$ cat config.mk
export PLATFORM = sky130hd
export DESIGN_NAME = pipe_hazard_ctrl
export DESIGN_NICKNAME = d
export VERILOG_FILES = /design/src/rtl/pipe_ctrl_pkg.sv /design/src/rtl/pipe_hazard_ctrl_fwd_sel.sv /design/src/rtl/pipe_hazard_ctrl.sv
export SDC_FILE = /design/constraint.sdc
export NUM_CORES = 1
export LEC_CHECK = 0
export BUFFER_PORTS_ARGS = -buffer_cell sky130_fd_sc_hd__buf_2
export CORE_MARGIN = 1.5
export CORE_UTILIZATION = 39
export DETAILED_ROUTE_END_ITERATION = 7
export PLACE_DENSITY = 0.93
export SLEW_MARGIN = 20
export SYNTH_ARGS = -nofsm -noshare
export SYNTH_HDL_FRONTEND = slang
export SYNTH_SLANG_ARGS = --single-unit
$ cat constraint.sdc
create_clock -name clk_i -period 2.8 [get_ports clk_i]
set_input_delay 0 -clock clk_i [delete_from_list [all_inputs] [get_ports clk_i]]
set_output_delay 0 -clock clk_i [all_outputs]
set_load 0.02 [all_outputs]
$ cat src/rtl/pipe_ctrl_pkg.sv
// Shared types and constants for the pipeline hazard/control unit.
package pipe_ctrl_pkg;

  localparam logic [1:0] FWD_EX_MEM = 2'd0;
  localparam logic [1:0] FWD_MEM_WB = 2'd1;
  localparam logic [1:0] FWD_REG    = 2'd2;

  typedef enum logic {
    ST_IDLE,
    ST_BUSY
  } state_t;

endpackage

$ cat src/rtl/pipe_hazard_ctrl_fwd_sel.sv
// Per-operand forward selector: picks EX/MEM, MEM/WB or register-file data.
module fwd_sel
  import pipe_ctrl_pkg::*;
#(
  parameter int REG_ADDR_W = 5
) (
  input  logic [REG_ADDR_W-1:0] src,
  input  logic                  src_used,
  input  logic                  mem_regwrite,
  input  logic [REG_ADDR_W-1:0] mem_wreg,
  input  logic                  wb_regwrite,
  input  logic [REG_ADDR_W-1:0] wb_wreg,
  output logic [1:0]            sel
);

  always_comb begin
    sel = FWD_REG;
    if (src_used && (src != '0)) begin
      if (mem_regwrite && (mem_wreg == src)) begin
        sel = FWD_EX_MEM;
      end else if (wb_regwrite && (wb_wreg == src)) begin
        sel = FWD_MEM_WB;
      end
    end
  end

endmodule

$ cat src/rtl/pipe_hazard_ctrl.sv
// Stall/flush/forward control for the 5-stage pipeline.
// Optional performance counters are built when PIPE_HAZARD_PERF_EN is defined.
module pipe_hazard_ctrl
  import pipe_ctrl_pkg::*;
#(
  parameter int REG_ADDR_W = 5,
  parameter int MULDIV_LAT = 4,
  parameter int CNT_W      = 32
) (
  input  logic                  clk_i,
  input  logic                  rst_i,
  input  logic [REG_ADDR_W-1:0] id_rs_i,
  input  logic [REG_ADDR_W-1:0] id_rt_i,
  input  logic                  id_uses_rs_i,
  input  logic                  id_uses_rt_i,
  input  logic [REG_ADDR_W-1:0] ex_rs_i,
  input  logic [REG_ADDR_W-1:0] ex_rt_i,
  input  logic                  ex_uses_rt_i,
  input  logic                  ex_memread_i,
  input  logic                  ex_regwrite_i,
  input  logic [REG_ADDR_W-1:0] ex_wreg_i,
  input  logic                  ex_long_i,
  input  logic                  mem_regwrite_i,
  input  logic [REG_ADDR_W-1:0] mem_wreg_i,
  input  logic                  mem_branch_taken_i,
  input  logic                  wb_regwrite_i,
  input  logic [REG_ADDR_W-1:0] wb_wreg_i,
  output logic                  pc_write_o,
  output logic                  if_id_write_o,
  output logic                  id_ex_write_o,
  output logic                  if_id_flush_o,
  output logic                  id_ex_flush_o,
  output logic                  ex_mem_flush_o,
  output logic [1:0]            forward_a_o,
  output logic [1:0]            forward_b_o,
  output logic [CNT_W-1:0]      stall_cnt_o,
  output logic [CNT_W-1:0]      flush_cnt_o
);

  localparam bit         HAS_LONG = (MULDIV_LAT > 1);
  localparam logic [3:0] RELOAD   = HAS_LONG ? 4'(MULDIV_LAT - 2) : 4'd0;

  state_t     state;
  logic [3:0] cnt;
  logic       branch;
  logic       long_start;
  logic       long_stall;
  logic       load_use;

  // Holding the selectors' "used" inputs low during reset forces FWD_REG.
  fwd_sel #(.REG_ADDR_W(REG_ADDR_W)) u_fwd_a (
    .src          (ex_rs_i),
    .src_used     (~rst_i),
    .mem_regwrite (mem_regwrite_i),
    .mem_wreg     (mem_wreg_i),
    .wb_regwrite  (wb_regwrite_i),
    .wb_wreg      (wb_wreg_i),
    .sel          (forward_a_o)
  );

  fwd_sel #(.REG_ADDR_W(REG_ADDR_W)) u_fwd_b (
    .src          (ex_rt_i),
    .src_used     (ex_uses_rt_i & ~rst_i),
    .mem_regwrite (mem_regwrite_i),
    .mem_wreg     (mem_wreg_i),
    .wb_regwrite  (wb_regwrite_i),
    .wb_wreg      (wb_wreg_i),
    .sel          (forward_b_o)
  );

  always_comb begin
    branch     = mem_branch_taken_i & ~rst_i;
    long_start = HAS_LONG && (state == ST_IDLE) && ex_long_i;
    long_stall = ~rst_i & ~branch & (long_start | ((state == ST_BUSY) && (cnt != 4'd0)));
    load_use   = ex_memread_i && ex_regwrite_i && (ex_wreg_i != '0) &&
                 ((id_uses_rs_i && (ex_wreg_i == id_rs_i)) ||
                  (id_uses_rt_i && (ex_wreg_i == id_rt_i)));
  end

  always_comb begin
    pc_write_o     = 1'b1;
    if_id_write_o  = 1'b1;
    id_ex_write_o  = 1'b1;
    if_id_flush_o  = 1'b0;
    id_ex_flush_o  = 1'b0;
    ex_mem_flush_o = 1'b0;
    if (rst_i) begin
      // defaults only
    end else if (branch) begin
      if_id_flush_o  = 1'b1;
      id_ex_flush_o  = 1'b1;
      ex_mem_flush_o = 1'b1;
    end else if (long_stall) begin
      pc_write_o     = 1'b0;
      if_id_write_o  = 1'b0;
      id_ex_write_o  = 1'b0;
      ex_mem_flush_o = 1'b1;
    end else if (load_use) begin
      pc_write_o    = 1'b0;
      if_id_write_o = 1'b0;
      id_ex_flush_o = 1'b1;
    end
  end

  // The first stall cycle happens in IDLE, so BUSY counts MULDIV_LAT-2 more.
  always_ff @(posedge clk_i) begin
    if (rst_i || mem_branch_taken_i) begin
      state <= ST_IDLE;
      cnt   <= 4'd0;
    end else begin
      case (state)
        ST_IDLE: begin
          if (long_start) begin
            state <= ST_BUSY;
            cnt   <= RELOAD;
          end
        end
        ST_BUSY: begin
          if (cnt != 4'd0) begin
            cnt <= cnt - 4'd1;
          end else begin
            state <= ST_IDLE;
          end
        end
        default: begin
          state <= ST_IDLE;
          cnt   <= 4'd0;
        end
      endcase
    end
  end

`ifdef PIPE_HAZARD_PERF_EN
  logic [CNT_W-1:0] stall_cnt;
  logic [CNT_W-1:0] flush_cnt;

  always_ff @(posedge clk_i) begin
    if (rst_i) begin
      stall_cnt <= '0;
      flush_cnt <= '0;
    end else begin
      if (!pc_write_o && (stall_cnt != '1)) begin
        stall_cnt <= stall_cnt + 1'b1;
      end
      if (mem_branch_taken_i && (flush_cnt != '1)) begin
        flush_cnt <= flush_cnt + 1'b1;
      end
    end
  end

  assign stall_cnt_o = stall_cnt;
  assign flush_cnt_o = flush_cnt;
`else
  assign stall_cnt_o = '0;
  assign flush_cnt_o = '0;
`endif

endmodule

==> metrics.txt <==
result of the run finished clean; area delta synth->final 7.557%; number of flops mapped to enable cells by yosys 0; top-level port count 120; count of different cell masters after synthesis 34; antenna violations before repair 0; final number of hold-violating endpoints 0; GRT Overall Usage 12.70%; Crit. End Element output port; Top Family by Delay on Critical Path simple AND/OR/NAND/NOR gates; clock tree root driver cell sky130_fd_sc_hd__clkbuf_4; routed via count divided by cell count 4.103; flip-flop and latch count after synthesis 5; Post-route DRC 0; Post CTS Setup Buffer Count 0; Hold Path Origin mem_branch_taken_i; Primary FF master, synth sky130_fd_sc_hd__dfxtp_1; CTS H-Tree Depth 1; number of search-and-repair iterations in the first detailed-routing pass 4; most common cell after layout, fill and taps aside sky130_fd_sc_hd__conb_1; r2r setup slk 1240 ps; worst reg2reg startpoint cnt[1]; highest-count cells in the layout ignoring fill and taps sky130_fd_sc_hd__conb_1, sky130_fd_sc_hd__buf_2, sky130_fd_sc_hd__xor2_1, sky130_fd_sc_hd__nor4_1, sky130_fd_sc_hd__xnor2_1; DIE WIDTH 58.67 um; CP Launch Point cnt[1]; total number of yosys warnings 0; Max-cap violations 0; Crit path buffers/inverters 2; areal power density over the cells 272.8 nW/um2; instance count along the most critical hold path 4; hold buffers post-CTS 0; sequential-to-total area share from yosys stat 8.282%; antenna fix cells 0; placed wire-length estimate 2044 um; critical-path cell list inv_1, ha_1, or3b_4, a21oi_4, nand3_1, o22ai_1, buf_2; number of nets in the final layout 259; path length in cells of the critical path 7; die extent in y 58.67 um; RSZ-0062 raised after global routing false; number of resized instances in the post-cts repair step 0; clock transition at the registers of the reported paths 50 ps; clock latency of the later-clocked register in the worst-skew pair 240 ps; Avg WL per Cell 9.440 um; placed cells 239; number of pins exceeding their max-slew limit in the final report 0; Synth Instances 153; Final setup violation count 0; Port Buffer Count 55; biggest cell delay along the critical path 400 ps; violation count after the first detailed-route iteration 23; clock sink count 5; Non-Filler Instances 243; count of antenna-violating nets left after detailed routing 0; number of global-route vias before repair 837; worst supply voltage drop on vdd 0.0001129 V; share of final-layout standard cells stronger than drive strength 1 30.00%; Detailed Route WL 2294 um; Max Buffers Root-to-Sink 2; core region area 3003 um2; highest fanout seen on the critical path 7; CP max-delay cell sky130_fd_sc_hd__or3b_4; Startpoint Class flop; via count 997; CP arrival 1880 ps; hold worst-path end cnt[3]; first-pass GRT wire length 3401 um; cell count of the worst reg-to-reg path 6; reg-to-reg endpoint cnt[3]; leakage power of the design 0.7163 nW; Sum Neg Setup Slack 0 ps; Tmin final 1875 ps; share of flip-flops with an asynchronous set or reset 0%; crit share post-route 66.98%; num rows 20; data required time of the worst path 2800 ps; final core utilization 43.29%; TritonCTS Buffers 3; setup skew after layout 3.892 ps; fmax 533.2 MHz; mean area per synthesized cell 7.900 um2; TritonCTS clock tree built; maximum number of pins on one net before global-route repair 8; initial core utilization 40.25%; type of the worst setup path reg -> out; class of the tightest hold or removal check in -> reg; Total Die Area 3442 um2; gr ovfl total 0; Netlist Area Pre-Place 1209 um2; gp weighted congestion 0.8344
metal layers:
layer	routed length [um]	share of wire (%)	track usage [%]	up-vias
met5	0	0	0	-
met4	0	0	2.597	0
met3	194	8.5	3.516	0
met2	1175	51	22.47	59
met1	925	40	15.37	445
li1	-	-	-	493
registers in the layout, indices dropped and copies added, names as in the netlist:
name,count
state,1
cnt,4
per-stage QoR:
stage          hold slack (ps)  power [W]  area, um2  setup slack [ps]
6_report                 223.0  0.0003547       1300             924.5
5_1_grt                  253.2  0.0003793       1300             818.5
4_1_cts                  216.2  0.0003558       1300             917.7
3_5_place_dp             309.2  0.0002696       1274              1203
3_3_place_gp             309.1  0.0002673       1274              1237
2_1_floorplan            76.86  0.0002801       1445              1195
logic make-up (layout without fill, tap and decap cells):
| kind of cell | count (synthesis) | in the layout | synth area share (%) |
|---|---|---|---|
| multiplexers | 1 | 1 | 0.8282 |
| AND/OR/NAND/NOR | 29 | 29 | 14.80 |
| adder cells (fa/ha/maj) | 2 | 2 | 2.070 |
| other | 1 | 64 | 0.3103 |
| XOR/XNOR | 31 | 31 | 22.46 |
| flip-flops | 5 | 5 | 8.282 |
| AO/OA/AOI/OAI | 14 | 14 | 9.318 |
| buffers and inverters | 70 | 64 | 41.93 |
worst min-delay path: cells and delay by family:
family	cells	cell delay, ps
simple gates	1	200
buf+inv	2	140
compound gates	1	60
worst max-delay path by stage:
stage,endpoint
final,id_ex_flush_o
after global routing,id_ex_flush_o
after CTS,id_ex_flush_o
after detailed placement,id_ex_flush_o
after global placement,id_ex_flush_o
after floorplan,pc_write_o
area by class of cell:
type                    count  area, um2
well taps                  33      41.29
repair buffers             55      275.3
clock buffers               4      26.28
multi-input cells         141      838.3
inverters                   5      18.77
flip-flops and latches      5      100.1
fillers                   321       1703
report_power, final:
group,leakage (nW),internal [W],switching (W),total [W]
Clock,0.0150,0.0000539,0.0000299,0.0000838
Sequential,0.0406,0.0000730,0.00000169,0.0000747
Combinational,0.661,0.0000587,0.000137,0.000196
Total,0.716,0.000186,0.000169,0.000355
cells in the mapped netlist, drive strengths merged, types with 2 or more instances:
library cell / count / share of area (%)
a21oi: 4 / 2.9
and2: 2 / 1.2
and3: 4 / 2.1
buf: 65 / 40
dfxtp: 5 / 8.3
ha: 2 / 2.1
inv: 5 / 1.6
nand3: 3 / 1.2
nor2: 3 / 0.93
nor3: 2 / 0.83
nor3b: 2 / 1.2
nor4: 6 / 3.1
o21bai: 2 / 1.2
or3: 2 / 1.1
or4: 2 / 1.2
xnor2: 6 / 4.3
xor2: 25 / 18
(Power assumes the default switching activity.)
